**config.mk**
```make
export PLATFORM = sky130hd
export DESIGN_NAME = mem_stage_flat
export DESIGN_NICKNAME = d
export VERILOG_FILES = /design/src/rtl/mem_stage_if.sv /design/src/rtl/mem_stage.sv /design/src/flat_wrapper.sv
export SDC_FILE = /design/constraint.sdc
export NUM_CORES = 1
export LEC_CHECK = 0
export ABC_AREA = 1
export CORE_MARGIN = 2
export CORE_UTILIZATION = 44
export DETAILED_ROUTE_END_ITERATION = 10
export PLACE_DENSITY = 0.9
export SKIP_CTS_REPAIR_TIMING = 1
export SYNTH_ARGS = -nofsm -noshare
export SYNTH_HDL_FRONTEND = slang
export SYNTH_SLANG_ARGS = --single-unit
```
**constraint.sdc**
```tcl
create_clock -name ACLK -period 2.24 [get_ports ACLK]
set_clock_uncertainty 0.2 [all_clocks]
set_input_delay 0.224 -clock ACLK [delete_from_list [all_inputs] [get_ports ACLK]]
set_output_delay 0.224 -clock ACLK [all_outputs]
set_load 0.02 [all_outputs]
```
**src/rtl/mem_stage_if.sv**
```systemverilog
// Data-memory port of the MEM stage.
// Request is valid/ready; the read response is valid-only.
interface mem_stage_if #(
    parameter int ADDR_W = 32
);
    logic              dmem_req_valid;
    logic              dmem_req_ready;
    logic              dmem_req_we;
    logic [ADDR_W-1:0] dmem_req_addr;
    logic [31:0]       dmem_req_wdata;
    logic [3:0]        dmem_req_wstrb;
    logic              dmem_rsp_valid;
    logic [31:0]       dmem_rsp_rdata;

    modport master (
        output dmem_req_valid, dmem_req_we, dmem_req_addr,
        output dmem_req_wdata, dmem_req_wstrb,
        input  dmem_req_ready, dmem_rsp_valid, dmem_rsp_rdata
    );

    modport slave (
        input  dmem_req_valid, dmem_req_we, dmem_req_addr,
        input  dmem_req_wdata, dmem_req_wstrb,
        output dmem_req_ready, dmem_rsp_valid, dmem_rsp_rdata
    );
endinterface

```
**src/rtl/mem_stage.sv**
```systemverilog
// MEM pipeline stage: load/store sequencing against dmem,
// sub-word formatting, misalignment trap and writeback mux.
module mem_stage #(
    parameter int ADDR_W = 32
) (
    input  logic        ACLK,
    input  logic        ARESET,
    input  logic        ex_valid,
    input  logic        ex_mem_read,
    input  logic        ex_mem_write,
    input  logic [2:0]  ex_funct3,
    input  logic [31:0] ex_alu_result,
    input  logic [31:0] ex_rs2_data,
    input  logic [4:0]  ex_rd,
    input  logic        ex_reg_write,
    mem_stage_if.master dmem,
    output logic        wb_valid,
    output logic [4:0]  wb_rd,
    output logic        wb_reg_write,
    output logic [31:0] wb_data,
    output logic        stall_en,
    output logic        misalign
);
    typedef enum logic [1:0] {IDLE, REQ, RSP, DONE} state_t;

    state_t state_q, state_d;

    logic [ADDR_W-1:0] addr_q;
    logic [1:0]        off_q;
    logic [2:0]        f3_q;
    logic [4:0]        rd_q;
    logic              rw_q;
    logic              we_q;
    logic [31:0]       wdata_q;
    logic [3:0]        wstrb_q;
    logic [31:0]       ldata_q;

    logic        is_mem, is_st, byte_op, half_op, mis;
    logic [1:0]  off;
    logic [31:0] st_wdata;
    logic [3:0]  st_wstrb;
    logic [7:0]  ld_byte;
    logic [15:0] ld_half;
    logic [31:0] ld_val;
    logic        latch, ld_cap;

    // Decode the EX op: access size, alignment and store lane formatting.
    always_comb begin
        off      = ex_alu_result[1:0];
        is_mem   = ex_valid & (ex_mem_read | ex_mem_write);
        is_st    = ex_mem_write & ~ex_mem_read;
        byte_op  = is_st ? (ex_funct3 == 3'b000)
                         : (ex_funct3[1:0] == 2'b00);
        half_op  = is_st ? (ex_funct3 == 3'b001)
                         : (ex_funct3[1:0] == 2'b01);
        mis      = half_op ? off[0] : (byte_op ? 1'b0 : (off != 2'b00));
        st_wdata = ex_rs2_data;
        st_wstrb = 4'b1111;
        unique case (1'b1)
            byte_op: begin
                st_wdata = {4{ex_rs2_data[7:0]}};
                st_wstrb = 4'b0001 << off;
            end
            half_op: begin
                st_wdata = {2{ex_rs2_data[15:0]}};
                st_wstrb = 4'b0011 << off;
            end
            default: ;
        endcase
    end

    // Extract and extend the load result from the response word.
    always_comb begin
        ld_byte = 8'h00;
        unique case (off_q)
            2'd0: ld_byte = dmem.dmem_rsp_rdata[7:0];
            2'd1: ld_byte = dmem.dmem_rsp_rdata[15:8];
            2'd2: ld_byte = dmem.dmem_rsp_rdata[23:16];
            2'd3: ld_byte = dmem.dmem_rsp_rdata[31:24];
        endcase
        ld_half = off_q[1] ? dmem.dmem_rsp_rdata[31:16]
                           : dmem.dmem_rsp_rdata[15:0];
        ld_val  = dmem.dmem_rsp_rdata;
        unique case (1'b1)
            f3_q[1:0] == 2'b00:
                ld_val = {{24{~f3_q[2] & ld_byte[7]}}, ld_byte};
            f3_q[1:0] == 2'b01:
                ld_val = {{16{~f3_q[2] & ld_half[15]}}, ld_half};
            default: ;
        endcase
    end

    // Next state, handshake and writeback outputs.
    always_comb begin
        state_d             = state_q;
        latch               = 1'b0;
        ld_cap              = 1'b0;
        dmem.dmem_req_valid = 1'b0;
        stall_en            = 1'b0;
        wb_valid            = 1'b0;
        wb_rd               = ex_rd;
        wb_reg_write        = 1'b0;
        wb_data             = 32'h0;
        misalign            = 1'b0;
        unique case (state_q)
            IDLE: begin
                if (ex_valid && !is_mem) begin
                    wb_valid     = 1'b1;
                    wb_reg_write = ex_reg_write;
                    wb_data      = ex_alu_result;
                end else if (is_mem && mis) begin
                    wb_valid = 1'b1;
                    misalign = 1'b1;
                end else if (is_mem) begin
                    latch    = 1'b1;
                    stall_en = 1'b1;
                    state_d  = REQ;
                end
            end
            REQ: begin
                dmem.dmem_req_valid = 1'b1;
                stall_en            = 1'b1;
                wb_rd               = rd_q;
                if (dmem.dmem_req_ready)
                    state_d = we_q ? DONE : RSP;
            end
            RSP: begin
                stall_en = 1'b1;
                wb_rd    = rd_q;
                if (dmem.dmem_rsp_valid) begin
                    ld_cap  = 1'b1;
                    state_d = DONE;
                end
            end
            DONE: begin
                wb_valid     = 1'b1;
                wb_rd        = rd_q;
                wb_reg_write = rw_q & ~we_q;
                wb_data      = we_q ? 32'h0 : ldata_q;
                state_d      = IDLE;
            end
        endcase
        if (ARESET) begin
            dmem.dmem_req_valid = 1'b0;
            stall_en            = 1'b0;
            wb_valid            = 1'b0;
            wb_reg_write        = 1'b0;
            misalign            = 1'b0;
        end
    end

    assign dmem.dmem_req_we    = we_q;
    assign dmem.dmem_req_addr  = addr_q;
    assign dmem.dmem_req_wdata = wdata_q;
    assign dmem.dmem_req_wstrb = wstrb_q;

    // FSM state register.
    always_ff @(posedge ACLK) begin
        if (ARESET) state_q <= IDLE;
        else        state_q <= state_d;
    end

    // Request payload and load result, held stable across the access.
    always_ff @(posedge ACLK) begin
        if (ARESET) begin
            addr_q  <= '0;
            off_q   <= '0;
            f3_q    <= '0;
            rd_q    <= '0;
            rw_q    <= 1'b0;
            we_q    <= 1'b0;
            wdata_q <= '0;
            wstrb_q <= '0;
            ldata_q <= '0;
        end else begin
            if (latch) begin
                addr_q  <= {ex_alu_result[ADDR_W-1:2], 2'b00};
                off_q   <= off;
                f3_q    <= ex_funct3;
                rd_q    <= ex_rd;
                rw_q    <= ex_reg_write;
                we_q    <= is_st;
                wdata_q <= st_wdata;
                wstrb_q <= st_wstrb;
            end
            if (ld_cap) ldata_q <= ld_val;
        end
    end
endmodule

```
**src/flat_wrapper.sv**
```systemverilog
// flat-port wrapper written by rule: the top's interface ports become plain ports
module mem_stage_flat 
#(
    parameter int ADDR_W = 32
)
  (ACLK, ARESET, ex_valid, ex_mem_read, ex_mem_write, ex_funct3, ex_alu_result, ex_rs2_data, ex_rd, ex_reg_write, wb_valid, wb_rd, wb_reg_write, wb_data, stall_en, misalign, dmem_dmem_req_valid, dmem_dmem_req_we, dmem_dmem_req_addr, dmem_dmem_req_wdata, dmem_dmem_req_wstrb, dmem_dmem_req_ready, dmem_dmem_rsp_valid, dmem_dmem_rsp_rdata);
  mem_stage_if #(.ADDR_W(ADDR_W)) dmem_i ();
  input  logic ACLK;
  input  logic ARESET;
  input  logic ex_valid;
  input  logic ex_mem_read;
  input  logic ex_mem_write;
  input  logic [2:0] ex_funct3;
  input  logic [31:0] ex_alu_result;
  input  logic [31:0] ex_rs2_data;
  input  logic [4:0] ex_rd;
  input  logic ex_reg_write;
  output logic wb_valid;
  output logic [4:0] wb_rd;
  output logic wb_reg_write;
  output logic [31:0] wb_data;
  output logic stall_en;
  output logic misalign;
  output wire logic [$bits(dmem_i.dmem_req_valid)-1:0] dmem_dmem_req_valid;
  output wire logic [$bits(dmem_i.dmem_req_we)-1:0] dmem_dmem_req_we;
  output wire logic [$bits(dmem_i.dmem_req_addr)-1:0] dmem_dmem_req_addr;
  output wire logic [$bits(dmem_i.dmem_req_wdata)-1:0] dmem_dmem_req_wdata;
  output wire logic [$bits(dmem_i.dmem_req_wstrb)-1:0] dmem_dmem_req_wstrb;
  input wire logic [$bits(dmem_i.dmem_req_ready)-1:0] dmem_dmem_req_ready;
  input wire logic [$bits(dmem_i.dmem_rsp_valid)-1:0] dmem_dmem_rsp_valid;
  input wire logic [$bits(dmem_i.dmem_rsp_rdata)-1:0] dmem_dmem_rsp_rdata;
  assign dmem_dmem_req_valid = dmem_i.dmem_req_valid;
  assign dmem_dmem_req_we = dmem_i.dmem_req_we;
  assign dmem_dmem_req_addr = dmem_i.dmem_req_addr;
  assign dmem_dmem_req_wdata = dmem_i.dmem_req_wdata;
  assign dmem_dmem_req_wstrb = dmem_i.dmem_req_wstrb;
  assign dmem_i.dmem_req_ready = dmem_dmem_req_ready;
  assign dmem_i.dmem_rsp_valid = dmem_dmem_rsp_valid;
  assign dmem_i.dmem_rsp_rdata = dmem_dmem_rsp_rdata;
  mem_stage #(.ADDR_W(ADDR_W)) u_core (.ACLK(ACLK), .ARESET(ARESET), .ex_valid(ex_valid), .ex_mem_read(ex_mem_read), .ex_mem_write(ex_mem_write), .ex_funct3(ex_funct3), .ex_alu_result(ex_alu_result), .ex_rs2_data(ex_rs2_data), .ex_rd(ex_rd), .ex_reg_write(ex_reg_write), .dmem(dmem_i), .wb_valid(wb_valid), .wb_rd(wb_rd), .wb_reg_write(wb_reg_write), .wb_data(wb_data), .stall_en(stall_en), .misalign(misalign));
endmodule
```
==> report_table.html <==
<table>
<tr><th>Metric</th><th>Value</th></tr>
<tr><th colspan="2">Outcome</th></tr>
<tr><td>Outcome</td><td>complete, but fails checks</td></tr>
<tr><td>Violations in the final reports</td><td>negative setup slack</td></tr>
<tr><th colspan="2">Cells and area</th></tr>
<tr><td>Number of standard cells in the layout, taps in and fillers out</td><td>1305</td></tr>
<tr><td>Most common cell after layout, fill and taps aside</td><td>sky130_fd_sc_hd__nand2_1</td></tr>
<tr><td>Diodes inserted</td><td>0</td></tr>
<tr><td>Sequential cell area</td><td>around 2200 um2</td></tr>
<tr><td>Fraction of layout cells with a size suffix above 1</td><td>about an eighth</td></tr>
<tr><td>Area used by multi-input combinational logic</td><td>between 2000 and 3000 um2</td></tr>
<tr><td>Highest-count cells in the layout ignoring fill and taps</td><td>231 x sky130_fd_sc_hd__nand2_1, 177 x sky130_fd_sc_hd__clkdlybuf4s50_1, 121 x sky130_fd_sc_hd__inv_1</td></tr>
<tr><td>Fill cells</td><td>1028</td></tr>
<tr><td>Final net count</td><td>1245</td></tr>
<tr><td>Layout Area Growth over Synthesis</td><td>52.5%</td></tr>
<tr><th colspan="2">Drt</th></tr>
<tr><td>Detailed-route wire length per cell</td><td>16.1 um</td></tr>
<tr><td>Number of optimization iterations in the first detailed-route pass</td><td>6</td></tr>
<tr><td>DRC errors left</td><td>0</td></tr>
<tr><td>Via count</td><td>between 6000 and 7000</td></tr>
<tr><td>Routed Antenna Nets</td><td>0</td></tr>
<tr><td>Drt first-iter violations</td><td>between 600 and 700</td></tr>
<tr><td>Total length of routed wires</td><td>21000 um</td></tr>
<tr><td>Via-per-instance ratio</td><td>roughly 5.3</td></tr>
<tr><th colspan="2">Power and ir drop</th></tr>
<tr><td>Power share of the combinational group</td><td>a little over two fifths</td></tr>
<tr><td>Power per standard cell area</td><td>about 780 nW/um2</td></tr>
<tr><td>Static leakage</td><td>between 3 and 4 nW</td></tr>
<tr><td>Part of the power in registers</td><td>a little over a third</td></tr>
<tr><td>Net switching fraction of the power</td><td>approximately 38%</td></tr>
<tr><td>Maximum VDD drop</td><td>around 0.47 mV</td></tr>
<tr><td>Internal portion of total power</td><td>about 0.0043 W</td></tr>
<tr><td>Proportion of power drawn by the clock network</td><td>between 20% and 30%</td></tr>
<tr><td>Switching power</td><td>~0.0026 W</td></tr>
<tr><th colspan="2">Logic synthesis</th></tr>
<tr><td>Yosys warning count</td><td>0</td></tr>
<tr><td>Synth Cell Area</td><td>5780 um2</td></tr>
<tr><td>Number of register bits inferred by synthesis</td><td>between 100 and 150</td></tr>
<tr><td>Part of the Yosys area used for sequential elements</td><td>38.8%</td></tr>
<tr><td>Portion of netlist area occupied by mux cells</td><td>0%</td></tr>
<tr><td>Gate count after technology mapping</td><td>900</td></tr>
<tr><td>Adder and majority cell fraction of the synthesized area</td><td>1.08%</td></tr>
<tr><td>Compound-cell area share of the yosys netlist</td><td>roughly 22%</td></tr>
<tr><td>Share of Yosys cell area claimed by the top area cell type</td><td>between 30 and 40%</td></tr>
<tr><td>Simple-gate share of the synthesized area</td><td>between 20% and 30%</td></tr>
<tr><td>Number of distinct library cells after synthesis</td><td>30</td></tr>
<tr><td>Library cell with the largest summed area after synthesis</td><td>sky130_fd_sc_hd__dfxtp_1</td></tr>
<tr><td>Largest family of logic cells by synthesized area</td><td>simple AND/OR/NAND/NOR gates</td></tr>
<tr><td>Synth Area in XOR/XNOR</td><td>0%</td></tr>
<tr><td>Avg Cell Area, Syn</td><td>about 6.4 um2</td></tr>
<tr><td>Synth top area cells</td><td>sky130_fd_sc_hd__dfxtp_1 39%, sky130_fd_sc_hd__nand2_1 15%, sky130_fd_sc_hd__a21oi_1 10%, sky130_fd_sc_hd__inv_1 8.0%, sky130_fd_sc_hd__nor2_1 7.0%</td></tr>
<tr><th colspan="2">Die</th></tr>
<tr><td>Die height</td><td>between 100 and 150 um</td></tr>
<tr><td>Core ar.</td><td>between 10000 and 15000 um2</td></tr>
<tr><td>FP Rows</td><td>a little over 40</td></tr>
<tr><td>Die width</td><td>around 120 um</td></tr>
<tr><td>Ports placed on the boundary</td><td>between 200 and 250</td></tr>
<tr><td>Floorplan die area</td><td>approximately 14000 um2</td></tr>
<tr><td>Initial Util</td><td>around 45%</td></tr>
<tr><th colspan="2">Setup path</th></tr>
<tr><td>Cell-by-cell trace of the critical path</td><td>ha_4 -&gt; inv_2 -&gt; or2_4 -&gt; buf_12 -&gt; buf_6 -&gt; o22ai_2 -&gt; inv_1 -&gt; nor2_1 -&gt; buf_4</td></tr>
<tr><td>Startpoint-to-endpoint class of the critical path</td><td>register to output pin</td></tr>
<tr><td>CP Capture Type</td><td>output pin</td></tr>
<tr><td>Required time of the critical path</td><td>1.82 ns</td></tr>
<tr><td>Crit Reg-Reg Endpoint</td><td>u_core.dmem.dmem_req_addr[21]$_SDFFE_PP0P_</td></tr>
<tr><td>Max FO, Critical Path</td><td>8</td></tr>
<tr><td>Data arrival time at the worst-slack endpoint</td><td>~1.9 ns</td></tr>
<tr><td>Master of the slowest instance on the critical path</td><td>sky130_fd_sc_hd__dfxtp_4</td></tr>
<tr><td>Type of origin of the critical path</td><td>register</td></tr>
<tr><td>Worst setup slack for register-to-register paths</td><td>about 0.11 ns</td></tr>
<tr><td>Longest individual stage delay on the worst path</td><td>approximately 0.39 ns</td></tr>
<tr><td>Register-to-Register Path Depth</td><td>9</td></tr>
<tr><td>CP startpoint</td><td>u_core.state_q[1]$_SDFFE_PP0P_</td></tr>
<tr><td>Crit path capture</td><td>wb_data[1]</td></tr>
<tr><td>Reg2reg start</td><td>u_core.state_q[1]$_SDFFE_PP0P_</td></tr>
<tr><th colspan="2">Min path</th></tr>
<tr><td>Worst hold stages</td><td>3</td></tr>
<tr><td>Type of the tightest min-delay check</td><td>input port to register</td></tr>
<tr><th colspan="2">Clocking</th></tr>
<tr><td>Maximum root-to-sink buffer count</td><td>2</td></tr>
<tr><td>CTS tree</td><td>yes</td></tr>
<tr><td>Clk Latency, worst-skew pair</td><td>roughly 0.35 ns</td></tr>
<tr><td>Number of buffers added by the clock tree synthesis step</td><td>9</td></tr>
<tr><td>Clk pin slew, worst setup/hold paths</td><td>around 0.08 ns</td></tr>
<tr><td>Clock root cell</td><td>sky130_fd_sc_hd__clkbuf_16</td></tr>
<tr><td>Depth of the CTS H-tree</td><td>3</td></tr>
<tr><td>Total clock sinks</td><td>between 100 and 150</td></tr>
<tr><th colspan="2">STA</th></tr>
<tr><td>Final critical-path required period</td><td>roughly 2.3 ns</td></tr>
<tr><td>Unrepaired setup endpoints after global routing</td><td>true</td></tr>
<tr><td>Share of the clock period used by the worst path after layout</td><td>104%</td></tr>
<tr><td>Final worst setup slack</td><td>-0.0881 ns</td></tr>
<tr><td>Finish-stage setup viols</td><td>33</td></tr>
<tr><td>Relative slew slack</td><td>between 60 and 70%</td></tr>
<tr><td>Max Transition Viols Final</td><td>0</td></tr>
<tr><td>Final hold violation count</td><td>0</td></tr>
<tr><td>Measured slew at the worst slew-check pin</td><td>between 0.5 and 0.6 ns</td></tr>
<tr><td>Maximum clock frequency</td><td>about 430 MHz</td></tr>
<tr><td>Sum of negative setup slack</td><td>-0.942 ns</td></tr>
<tr><th colspan="2">Place</th></tr>
<tr><td>Post-placement setup slack</td><td>-0.332 ns</td></tr>
<tr><td>Number of port buffers</td><td>220</td></tr>
<tr><td>Final weighted congestion in routability-driven placement</td><td>roughly 0.9</td></tr>
<tr><td>Cell count after placement</td><td>around 1300</td></tr>
<tr><td>DP Wirelength</td><td>roughly 14000 um</td></tr>
<tr><th colspan="2">GRT</th></tr>
<tr><td>Residual overflow from global routing</td><td>0</td></tr>
<tr><td>Wire length of the first global-routing pass</td><td>around 31000 um</td></tr>
<tr><td>Antenna violations before repair</td><td>0</td></tr>
<tr><td>Largest net degree at the start of global routing</td><td>52</td></tr>
<tr><td>Number of global-route vias before repair</td><td>~6300</td></tr>
<tr><td>Total global routing track utilization</td><td>27.6%</td></tr>
<tr><th colspan="2">Job</th></tr>
<tr><td>Number of maximum-capacitance violations</td><td>0</td></tr>
</table>
==> per-layer routing <==
metal  share of wire [%]  wire [um]  up-vias  GRT usage, %
met4                 2.4        496        0          9.30
met5                   0          0        -             0
met1                  39       8140     3171          32.1
li1                    -          -     3327             -
met3                 9.5       2000       37          7.53
met2                  49      10400      333          48.6
==> per-stage QoR <==
stage | area, um2 | power, W | util (%) | hold WS, ns
finish | 8810 | 0.00691 | 69.3 | 0.184
global placement | 8360 | 0.00513 | 65.7 | 0.250
detailed placement | 8360 | 0.00519 | 65.7 | 0.256
CTS | 8640 | 0.00674 | 67.9 | 0.155
global route | 8810 | 0.00728 | 69.3 | 0.190
floorplan | 5780 | 0.00389 | - | 0.167
==> worst max-delay path: cells and delay by family (launching register included) <==
kind / cells / cell delay [ns]
buf+inv: 5 / 0.52
flops: 1 / 0.39
simple gates: 2 / 0.38
fa+ha+maj: 1 / 0.14
compound gates: 1 / 0.12
==> synthesized netlist by cell type (all sizes together) <==
cell and instances:
a211oi 2, conb 1, o22ai 40, a21oi 116
nor2 109, nand2 233, nand3 7, nand4 2
or2 2, buf 22, and2 7, ha 5
nor3 3, a31oi 8, dfxtp 112, clkinv 2
o21ai 55, clkbuf 35, o211ai 15, inv 124
==> power by group through the flow <==
stage          logic [W]  registers, W  clock network, W
5_1_grt          0.00312       0.00249           0.00166
2_1_floorplan    0.00126       0.00263                 0
6_report         0.00290       0.00246           0.00155
3_3_place_gp     0.00266       0.00247                 0
4_1_cts          0.00273       0.00244           0.00157
3_5_place_dp     0.00271       0.00248                 0
==> cell families after synthesis <==
family | count (synthesis)
compound gates | 236
fa+ha+maj | 5
buf+inv | 183
flops | 112
other cells | 1
simple gates | 363
==> registers in the layout (all words and copies together) (netlist names), 2 cells and up <==
signal and cells:
u_core.rd_q 5, u_core.dmem.dmem_req_wdata 32, u_core.state_q 2, u_core.ldata_q 32, u_core.dmem.dmem_req_addr 30, u_core.off_q 2, u_core.dmem.dmem_req_wstrb 4, u_core.f3_q 3
==> how the worst min path moves through the flow <==
stage | from | endpoint | slack [ns]
6_report | ARESET | u_core.dmem.dmem_req_wstrb[2]$_SDFFE_PP0P_ | 0.18
5_1_grt | ARESET | u_core.dmem.dmem_req_wdata[7]$_SDFFE_PP0P_ | 0.19
4_1_cts | ARESET | u_core.off_q[0]$_SDFFE_PP0P_ | 0.16
3_5_place_dp | u_core.rd_q[1]$_SDFFE_PP0P_ | u_core.rd_q[1]$_SDFFE_PP0P_ | 0.26
3_3_place_gp | u_core.dmem.dmem_req_wdata[22]$_SDFFE_PP0P_ | u_core.dmem.dmem_req_wdata[22]$_SDFFE_PP0P_ | 0.25
2_1_floorplan | ex_alu_result[21] | u_core.dmem.dmem_req_addr[21]$_SDFFE_PP0P_ | 0.17
==> final cells by class <==
| type | instances | share of cell area [%] |
|---|---|---|
| multi-input combinational | 606 | 33.6 |
| timing repair buffer | 273 | 29.8 |
| sequential | 112 | 25.5 |
| inverter | 126 | 5.41 |
| clock buffer | 9 | 2.56 |
| tap | 172 | 2.44 |
| clock inverter | 7 | 0.625 |
(Power assumes the default switching activity.)
